### src/rtl/param_mux_arb_if.sv
`default_nettype none
// ============================================================================
// Module      : param_mux_arb_if
// Description : Channel-side and consumer-side handshake bundle for
//               param_mux_arb (N_IN producers merged into one consumer).
// Revision    : 1.0 - initial release
// ============================================================================
interface param_mux_arb_if #(
    parameter int WIDTH = 32,
    parameter int N_IN  = 8,
    parameter int SEL_W = 3
);
    logic [N_IN*WIDTH-1:0] in_data;
    logic [N_IN-1:0]       in_valid;
    logic [N_IN-1:0]       in_ready;
    logic                  mode;
    logic [SEL_W-1:0]      sel;
    logic [WIDTH-1:0]      out_data;
    logic [SEL_W-1:0]      out_src;
    logic                  out_valid;
    logic                  out_ready;

    modport master (
        output in_data, in_valid, mode, sel, out_ready,
        input  in_ready, out_data, out_src, out_valid
    );

    modport slave (
        input  in_data, in_valid, mode, sel, out_ready,
        output in_ready, out_data, out_src, out_valid
    );
endinterface
`default_nettype wire

### src/rtl/param_mux_arb.sv
`default_nettype none
// ============================================================================
// Module      : param_mux_arb
// Description : N-input valid/ready multiplexer with directed-select or
//               round-robin grant and a single registered output stage.
// Revision    : 1.0 - initial release
// ============================================================================
module param_mux_arb #(
    parameter int WIDTH = 32,
    parameter int N_IN  = 8,
    parameter int SEL_W = 3
) (
    input wire             clk,
    input wire             reset,
    param_mux_arb_if.slave bus
);

    localparam logic [SEL_W-1:0] c_last_init = SEL_W'(N_IN - 1);

    logic [WIDTH-1:0] r_out_data;
    logic [SEL_W-1:0] r_out_src;
    logic             r_out_valid;
    logic [SEL_W-1:0] r_last;

    logic             w_space;
    logic             w_grant_vld;
    logic [SEL_W-1:0] w_grant;
    logic [SEL_W-1:0] w_idx;
    logic [N_IN-1:0]  w_ready;
    logic             w_xfer;

    assign w_space = !r_out_valid || bus.out_ready;

    // Grant only ever points at a channel whose valid is high, so a grant
    // combined with space is by itself a transfer.
    always_comb begin
        w_grant_vld = 1'b0;
        w_grant     = '0;
        w_idx       = '0;
        if (!bus.mode) begin
            if ((32'(bus.sel) < N_IN) && bus.in_valid[bus.sel]) begin
                w_grant_vld = 1'b1;
                w_grant     = bus.sel;
            end
        end else begin
            for (int k = 1; k <= N_IN; k++) begin
                w_idx = SEL_W'((32'(r_last) + 32'(k)) % N_IN);
                if (!w_grant_vld && bus.in_valid[w_idx]) begin
                    w_grant_vld = 1'b1;
                    w_grant     = w_idx;
                end
            end
        end
    end

    always_comb begin
        w_ready = '0;
        if (w_grant_vld && w_space) begin
            w_ready[w_grant] = 1'b1;
        end
    end

    assign w_xfer = w_grant_vld && w_space;

    always_ff @(posedge clk) begin
        if (reset) begin
            r_out_valid <= 1'b0;
            r_out_data  <= '0;
            r_out_src   <= '0;
            r_last      <= c_last_init;
        end else if (w_xfer) begin
            r_out_data  <= bus.in_data[w_grant*WIDTH +: WIDTH];
            r_out_src   <= w_grant;
            r_out_valid <= 1'b1;
            if (bus.mode) begin
                r_last <= w_grant;
            end
        end else if (bus.out_ready) begin
            r_out_valid <= 1'b0;
        end
    end

    assign bus.in_ready  = w_ready;
    assign bus.out_data  = r_out_data;
    assign bus.out_src   = r_out_src;
    assign bus.out_valid = r_out_valid;

endmodule
`default_nettype wire
### src/flat_wrapper.sv
// flat-port wrapper written by rule: the top's interface ports become plain ports
module param_mux_arb_flat 
#(
    parameter int WIDTH = 32,
    parameter int N_IN  = 8,
    parameter int SEL_W = 3
)
  (clk, reset, bus_in_data, bus_in_valid, bus_mode, bus_sel, bus_out_ready, bus_in_ready, bus_out_data, bus_out_src, bus_out_valid);
  param_mux_arb_if #(.WIDTH(WIDTH), .N_IN(N_IN), .SEL_W(SEL_W)) bus_i ();
  input wire clk;
  input wire reset;
  input wire logic [$bits(bus_i.in_data)-1:0] bus_in_data;
  input wire logic [$bits(bus_i.in_valid)-1:0] bus_in_valid;
  input wire logic [$bits(bus_i.mode)-1:0] bus_mode;
  input wire logic [$bits(bus_i.sel)-1:0] bus_sel;
  input wire logic [$bits(bus_i.out_ready)-1:0] bus_out_ready;
  output wire logic [$bits(bus_i.in_ready)-1:0] bus_in_ready;
  output wire logic [$bits(bus_i.out_data)-1:0] bus_out_data;
  output wire logic [$bits(bus_i.out_src)-1:0] bus_out_src;
  output wire logic [$bits(bus_i.out_valid)-1:0] bus_out_valid;
  assign bus_i.in_data = bus_in_data;
  assign bus_i.in_valid = bus_in_valid;
  assign bus_i.mode = bus_mode;
  assign bus_i.sel = bus_sel;
  assign bus_i.out_ready = bus_out_ready;
  assign bus_in_ready = bus_i.in_ready;
  assign bus_out_data = bus_i.out_data;
  assign bus_out_src = bus_i.out_src;
  assign bus_out_valid = bus_i.out_valid;
  param_mux_arb #(.WIDTH(WIDTH), .N_IN(N_IN), .SEL_W(SEL_W)) u_core (.clk(clk), .reset(reset), .bus(bus_i));
endmodule
### config.mk
export PLATFORM = sky130hd
export DESIGN_NAME = param_mux_arb_flat
export DESIGN_NICKNAME = d
export VERILOG_FILES = /design/src/rtl/param_mux_arb_if.sv /design/src/rtl/param_mux_arb.sv /design/src/flat_wrapper.sv
export SDC_FILE = /design/constraint.sdc
export NUM_CORES = 1
export LEC_CHECK = 0
export CAP_MARGIN = 20
export CORE_MARGIN = 2
export CORE_UTILIZATION = 25
export CTS_CLUSTER_SIZE = 20
export DETAILED_ROUTE_END_ITERATION = 7
export GPL_ROUTABILITY_DRIVEN = 0
export HOLD_SLACK_MARGIN = 0.02
export PLACE_DENSITY = 0.61
export SLEW_MARGIN = 25
export SYNTH_ARGS = -nofsm -noshare
export SYNTH_HDL_FRONTEND = slang
export SYNTH_SLANG_ARGS = --single-unit
### constraint.sdc
create_clock -name clk -period 3.9 [get_ports clk]
set_clock_uncertainty 0.15 [all_clocks]
set_input_delay 0.585 -clock clk [delete_from_list [all_inputs] [get_ports clk]]
set_output_delay 0.585 -clock clk [all_outputs]
set_load 0.05 [all_outputs]
**Yosys cells after proc, flatten, opt, wreduce, memory -nomap -nowiden**

Cells that the tools add are included.
Widths: inputs -> output; s select.

- Latch bits: 0
- Input port bits: 271
- Word-level logic and storage cells: 94
- Memory bits (read-only): 0
- Memories kept: 0
- Memory bits (writable): 0
- Output and inout port bits: 44
- Register bits after elaboration: 39

- Reduce and logical (&&, ||, !) cells: 20
- Shifts and indexed selects: 1
- Bitwise logic cells: 0
- Add/sub/neg operators: 8
- Div/mod/pow operators: 0
- $lt $le $gt $ge: 11
- Multiplexer cells: 50
- Multipliers: 0
- Equal/unequal tests: 0

Operator list:

| kind | count |
|---|---|
| $shiftx 256x9->32 | 1 |
| $lt 3x4->1 const B | 10 |
| $mux 3 | 10 |
| $mux 1 | 29 |
| $bmux 1 s3 | 9 |
| $add 3x3->3 const B | 4 |
| $logic_and 1x1->1 | 9 |
| $logic_not 1->1 | 8 |
| $mux 8 | 1 |
| $add 3x1->3 const B | 2 |
| $add 3x2->3 const B | 2 |
| $demux 1 s3 | 1 |
| $ge 3x1->1 const B | 1 |
| $reduce_and 2->1 | 1 |
| $reduce_bool 2->1 | 1 |
| $logic_or 1x1->1 | 1 |

**Depth between registers and ports, before layout**

Gate-level depths: netlist of the first run.

- Depth after elaboration: 38
- Mapped depth: 16
- Gate-level depth less buffers: 11

**Worst setup path after synthesis of the first run**

Ideal clock, no wire load.

- Path type: register -> output
- Start: reg u_core.r_last[1]
- End: out bus_in_ready[1]
- Data arrival time: 3.967 ns
- Stages on the path, launching flop included: 16
- Buffers on the path: 5
- Path slack: -0.802 ns
- Required time: 3.165 ns
- Path through: dfxtp_1 > buf_6 > clkbuf_1 > inv_1 > ha_1 > buf_4 > mux2i_1 > mux2i_1 > o221ai_4 > nand3_2 > o2111ai_2 > and3_1 > buf_2 > buf_1 > nand2_1 > nor2_1

- Longest elaborated chain between the ends: 38
- Elaborated cells on any way between the ends: 70
- Classes of those cells: add/sub (8); order compare (2); mux (44); reduce/logical (16)

RTL lines:

| element | RTL line | source |
|---|---|---|
| from (decl) | param_mux_arb.sv:23 | `logic [SEL_W-1:0] r_last;` |
| from (signal assigned) | param_mux_arb.sv:70 | `r_last <= c_last_init;` |
| from (signal assigned) | param_mux_arb.sv:76 | `r_last <= w_grant;` |
| $add 3x1->3 | param_mux_arb.sv:47 | `w_idx = SEL_W'((32'(r_last) + 32'(k)) % N_IN);` |
| $bmux 1 s3 | param_mux_arb.sv:48 | `if (!w_grant_vld && bus.in_valid[w_idx]) begin` |
| $mux 1 (implied by the code) | param_mux_arb.sv:48 |  |
| $mux 1 | param_mux_arb.sv:48 |  |
| $mux 1 | param_mux_arb.sv:40 | `if (!bus.mode) begin` |
| $logic_not 1->1 | param_mux_arb.sv:48 |  |
| $logic_and 1x1->1 | param_mux_arb.sv:48 |  |
| $mux 1 | param_mux_arb.sv:48 |  |
| (+22 left out) | - |  |
| $logic_and 1x1->1 | param_mux_arb.sv:48 |  |
| $mux 3 | param_mux_arb.sv:48 |  |
| $mux 3 | param_mux_arb.sv:40 |  |
| $lt 3x4->1 (implied by the code) / $ge 3x1->1 (equally long branches) | param_mux_arb.sv:59 | `w_ready[w_grant] = 1'b1;` |
| $logic_and 1x1->1 (implied by the code) | param_mux_arb.sv:59 |  |
| $mux 1 (implied by the code) | param_mux_arb.sv:59 |  |
| $demux 1 s3 | - |  |
| $mux 8 * | param_mux_arb.sv:58 | `if (w_grant_vld && w_space) begin` |
| to (decl) | flat_wrapper.sv:17 | `output wire logic [$bits(bus_i.in_ready)-1:0] bus_in_ready;` |

Mark *: on every way between the ends. The rest lies on a longest branch, timed or not. The select of a mux whose other input is x is not followed.

**Final worst setup path of the first run**

- Start: reg u_core.r_last[0]
- End: out bus_in_ready[0]

Same word-level chain as after synthesis.

==> metrics.yaml, run 1 <==
outcome:
  status: "finished, violations left"
  violations: "setup timing"
final_layout:
  diodes: 0
  area.growth.synth_to_final_pct: 81.7
  layout-drive-gt1-share: 0.175
  layoutNonFillerInstCount: 1388
  nFillCells: 2164
  nets: 1380
  final_util: 0.463
synth:
  avgSynthCellArea_um2: 7.12
  synthTopCellsByCount: "inv_1, nand4_1, o2111ai_1, clkbuf_1, nor2_1"
  synth-edff-count: 0
  synth_top_area_share: 0.199
  ys_top_cells_by_area: "o2111ai_1, nand4_1, dfxtp_1"
  ys_types: 62
  yosys_register_bits: 39
  synth_nets: 1057
  syn-cell-area_um2: 5580
  ys.flop_type: "dfxtp_1"
  async_flop_share: 0
  yosysSeqAreaShare: 0.140
  synth.most_common_cell: "inv_1"
  synthCells: 784
  synth_top_cell_by_area: "o2111ai_1"
  yosysWarnings: 0
power:
  powerDensity_nw_per_um2: 393
  p_leak_uw: 0.00391
  ir_drop_mv: 0.189
routing:
  routed_wl_mm: 29.1
  vias_per_cell: 5.66
  drc: 0
  dr.pass1.iters: 5
  routedWlPerCell_um: 21.0
  drtIter0Drc: 598
  num_vias: 7862
  ant_nets: 0
grt:
  grt_start_max_net_pins: 75
  grt-ovfl-total: 0
  grt_pass1_wl_mm: 44.1
  grt_pass1_vias: 7691
  grtUsageTotal: 0.232
  antenna_found_initial: 0
setup_path:
  end_kind: "primary output"
  cp.required_ns: 3.16
  worstPathMaxFanout: 7
  path_class: "reg2out"
  crit_arrival_ns: 3.20
  startpoint_type: "flip-flop"
floorplanning:
  start_util: 0.255
  die_area_um2: 23500
  dieHeight_um: 153
  chipWidth_um: 153
  row_count: 54
  design.core.area_um2: 21900
  ioPinCount: 315
timing:
  layout_setup_ws_ns: -0.0315
  rsz0062_at_grt: "true"
  fin_crit_ns: 3.93
  maxSlewHeadroom: 0.323
  hold_viol: 0
  whs_ns: 0.315
  period_share: 1.01
  worstMarginPinSlew_ns: 1.02
  slew_violations: 0
  setup_viol: 6
  setup_tns_ns: -0.161
  fmax_mhz: 254
clocking:
  htree_levels: 2
  numCtsBuffers: 5
  cts_sinks: 39
  clockRootBuffer: "clkbuf_16"
  clock_path_buffers: 2
  path_clk_slew_ns: 0.06
  clock_latency_ns: 0.29
  cts_tree: "built"
place:
  hpwl_mm: 21.7
  dp.cells: 1363
  io_buffers: 314
worst_hold_path:
  hold_path_class: "reg2reg"
flow_run:
  maxCapViolCount: 0
==> logic make-up (layout without fill, tap and decap cells) <==
| family | after synthesis | in the layout | synth area share |
|---|---|---|---|
| compound gates | 209 | 209 | 0.328 |
| simple gates | 264 | 264 | 0.260 |
| buf+inv | 237 | 561 | 0.181 |
| flops | 39 | 39 | 0.140 |
| fa+ha+maj | 2 | 2 | 0.00448 |
| xor+xnor | 4 | 4 | 0.00897 |
| mux | 29 | 29 | 0.0780 |
==> per-stage QoR <==
step                      total power, uW  area (um2)  setup WS [ns]
after floorplan                      2220        5740         -0.122
after global placement               3370        9690         -0.281
after detailed placement             3380        9690         -0.332
after CTS                            3920       10000        -0.0444
after global routing                 4210       10100         -0.132
final                                3990       10100        -0.0315
==> sequential cells by signal (all words and copies together), names as in the netlist <==
signal                cells
u_core.bus.out_valid      1
u_core.r_last             3
u_core.bus.out_src        3
u_core.bus.out_data      32
==> timing repair <==
| item | 4_1_cts | 5_1_grt |
|---|---|---|
| setup endpoints to repair | 12 | 21 |
| resized for setup | 26 | 10 |
| hold buffers | 0 | 0 |
| cloned | 0 | 1 |
| pin swaps | 8 | 5 |
| setup buffers | 14 | 2 |
| endpoints found under the hold margin | 0 | 0 |
==> cell usage in the layout, fill, tap and decap left out, types with 24 or more instances in the layout <==
cell type	Yosys	layout
inv_1	134	132
nand4_1	130	130
nor3_1	24	24
buf_4	8	84
buf_12	0	25
a41oi_1	32	29
clkdlybuf4s50_1	0	297
o2111ai_1	127	126
dfxtp_1	39	37
nor2_1	54	46
==> worst paths after layout <==
path | startpoint | to | slack, ns | depth (start not counted)
worst max register to register | u_core.r_last[0]$_SDFFE_PP1P_ | u_core.bus.out_data[9]$_SDFFE_PP0P_ | 0.12 | 15
worst min-delay path | u_core.bus.out_src[0]$_SDFFE_PP0P_ | u_core.bus.out_src[0]$_SDFFE_PP0P_ | 0.32 | 2
worst min register to register | u_core.bus.out_src[0]$_SDFFE_PP0P_ | u_core.bus.out_src[0]$_SDFFE_PP0P_ | 0.32 | 2
worst max-delay path | u_core.r_last[0]$_SDFFE_PP1P_ | bus_in_ready[0] | -0.03 | 12
==> final cells by class <==
cell class	count	area, um2	area share
clock buffer	7	133	0.0131
multi-input combinational	508	4120	0.407
timing repair buffer	418	4230	0.417
tap	280	350	0.0346
clock inverter	1	5.00	0.000494
inverter	135	514	0.0507
sequential	39	786	0.0775
==> routing by layer <==
metal  routed length [um]  part of all wire  track usage
met4                  770             0.026       0.0708
met2                13800              0.47        0.386
met5                    0                 0            0
met3                 2110             0.072       0.0454
met1                12500              0.43        0.304
==> report_power, final <==
group	total (uW)	internal, uW	leakage [uW]	switching [uW]
clock network	424	238	0.0000679	186
logic	3040	1320	0.00352	1720
registers	526	477	0.000324	48.8
total	3990	2040	0.00391	1950
==> worst max-delay path: stages (launching register included) <==
cell     delay, ns
dfxtp_4       0.37
inv_6         0.03
ha_4          0.33
mux4_2        0.60
mux2i_4       0.21
nand2_1       0.08
o211a_1       0.14
o311a_4       0.33
o32ai_4       0.32
buf_12        0.17
nand2_8       0.06
nor2_4        0.10
buf_12        0.14
Note: power is estimated with default switching activity, not from simulation.
==> run 2, diff against run 1 <==
--- a/config.mk
+++ b/config.mk
@@ -10,9 +10,10 @@
 export CORE_UTILIZATION = 25
 export CTS_CLUSTER_SIZE = 20
 export DETAILED_ROUTE_END_ITERATION = 7
+export DONT_BUFFER_PORTS = 1
 export GPL_ROUTABILITY_DRIVEN = 0
 export HOLD_SLACK_MARGIN = 0.02
-export PLACE_DENSITY = 0.61
+export PLACE_DENSITY = 0.43
 export SLEW_MARGIN = 25
 export SYNTH_ARGS = -nofsm -noshare
 export SYNTH_HDL_FRONTEND = slang
==> metrics.yaml, run 2 (synthesis results as in run 1) <==
outcome:
  status: "finished, violations left"
  violations: "setup timing"
final_layout:
  area.growth.synth_to_final_pct: 18.3
  layout_common_cells: "inv_1, nand4_1, o2111ai_1"
  largest_reg_flops: 32
  layoutNonFillerInstCount: 1034
  layout-drive-gt1-share: 0.182
  layout_commonest_cell: "inv_1"
  nets: 1025
setup_path:
  startpoint_type: "flip-flop"
  cp.required_ns: 3.16
  end_kind: "primary output"
  ff2ff_path_depth: 15
  reg2reg_to: "u_core.bus.out_data[20]$_SDFFE_PP0P_"
  crit_arrival_ns: 3.25
  r2r-start: "u_core.r_last[0]$_SDFFE_PP1P_"
  worstPathMaxFanout: 8
  r2r_slack_ns: 0.14
  path_class: "reg2out"
floorplanning:
  ioPinCount: 315
  start_util: 0.255
  dieHeight_um: 153
  chipWidth_um: 153
  design.core.area_um2: 21900
  row_count: 54
  die_area_um2: 23500
power:
  pwr-share-clk: 0.126
  p_sw_uw: 1800
  ir_drop_mv: 0.200
  seq_power_share: 0.239
  p_leak_uw: 0.00246
  power_uw: 3340
  comb_power_share: 0.634
  powerDensity_nw_per_um2: 506
  internal_power_uw: 1540
  p_sw_frac: 0.539
routing:
  routed_wl_mm: 26.0
  drc: 0
  ant_nets: 0
  dr.pass1.iters: 7
  routedWlPerCell_um: 25.2
  drtIter0Drc: 704
  vias_per_cell: 6.23
  num_vias: 6437
grt:
  met3_usage: 0.0485
  antenna_found_initial: 1
  grtUsageTotal: 0.207
  busiest_layer: "met2"
  grt_start_max_net_pins: 70
  use_met1: 0.272
  grt_pass1_vias: 6240
  grt_pass1_wl_mm: 38.6
  met2_usage: 0.346
  grt-ovfl-total: 0
timing:
  fin_crit_ns: 3.98
  setup_viol: 8
  slew_violations: 0
  period_share: 1.02
  layout_setup_ws_ns: -0.0817
  maxSlewHeadroom: 0.573
  rsz0062_at_grt: "true"
  hold_viol: 0
  worstMarginPinSlew_ns: 0.639
  fmax_mhz: 251
clocking:
  cts_tree: "built"
  cts_sinks: 39
  clock_latency_ns: 0.29
  numCtsBuffers: 5
  clockRootBuffer: "clkbuf_16"
  clock_path_buffers: 2
  htree_levels: 2
  path_clk_slew_ns: 0.06
  cts-hold-fix-buffers: 0
worst_hold_path:
  hold_path_class: "in2reg"
  min_path_cells: 1
  worstHoldEndpoint: "u_core.bus.out_data[12]$_SDFFE_PP0P_"
  worstHoldStart: "reset"
place:
  hpwl_mm: 19.0
  dp.cells: 1005
  io_buffers: 0
flow_run:
  maxCapViolCount: 0
==> run 2: changes by cell type in the layout (fill, tap and decap cells not counted), moves of 2 or more <==
cell / delta
mux2i_2: -2
buf_4: -48
clkdlybuf4s50_1: -297
nand2_4: +2
mux2i_1: +3
nand2_8: -3
dlygate4sd2_1: -8
==> run 2: worst max-delay path, stage by stage, from the launching register on <==
cell and delay, ns:
dfxtp_4 0.38, inv_6 0.04, ha_4 0.32, mux4_2 0.59
buf_4 0.18, mux2i_4 0.16, mux2i_1 0.11, o311a_1 0.41
o32ai_4 0.28, buf_12 0.17, nand2_4 0.06, nor2_4 0.12
buf_12 0.14
==> run 2: timing repair <==
action                                  CTS  global route
endpoints found under the setup margin    8            14
hold endpoints to repair                  0             0
resized for setup                         6             9
gates cloned                              0             0
pin swaps                                 8             6
setup buffers                             8            12
==> run 2: stage by stage <==
stage	area [um2]	hold slack, ns	setup WS, ns	util	TNS (ns)
detailed placement	6230	0.407	0.0963	0.285	0
CTS	6450	0.193	-0.0737	0.295	-0.459
finish	6600	0.210	-0.0817	0.301	-0.356
global placement	6230	0.407	0.143	0.285	0
floorplan	5740	0.525	-0.122	-	-0.565
global route	6600	0.196	-0.216	0.301	-1.44
==> run 2: worst max path at each step <==
stage	startpoint	to	slack [ns]	depth (start not counted)
global route	u_core.r_last[0]$_SDFFE_PP1P_	bus_in_ready[1]	-0.22	13
floorplan	u_core.r_last[0]$_SDFFE_PP1P_	bus_in_ready[1]	-0.12	14
global placement	u_core.r_last[1]$_SDFFE_PP1P_	bus_in_ready[1]	0.14	12
CTS	u_core.r_last[0]$_SDFFE_PP1P_	bus_in_ready[6]	-0.07	13
detailed placement	u_core.r_last[1]$_SDFFE_PP1P_	bus_in_ready[1]	0.1	12
finish	u_core.r_last[0]$_SDFFE_PP1P_	bus_in_ready[1]	-0.08	12
==> run 2: power groups by stage <==
stage | clock network [uW] | registers [uW] | logic, uW
5_1_grt | 456 | 808 | 2290
6_report | 422 | 800 | 2120
4_1_cts | 441 | 801 | 2030
3_5_place_dp | 0 | 809 | 2000
2_1_floorplan | 0 | 777 | 1440
3_3_place_gp | 0 | 811 | 2010
==> run 2: final cells by class <==
type                    instances  area (um2)
clock inverters                 1        5.00
flip-flops and latches         39         786
inverters                     135         512
clock buffers                   7         133
diodes                          1        2.50
fillers                      2390       15300
multi-input cells             508        4020
well taps                     280         350
repair buffers                 63         788
==> run 2: per-layer routing <==
metal,vias up,part of all wire
li1,3010,-
met1,3091,0.43
met2,311,0.48
met3,25,0.078
met4,0,0.016
met5,-,0
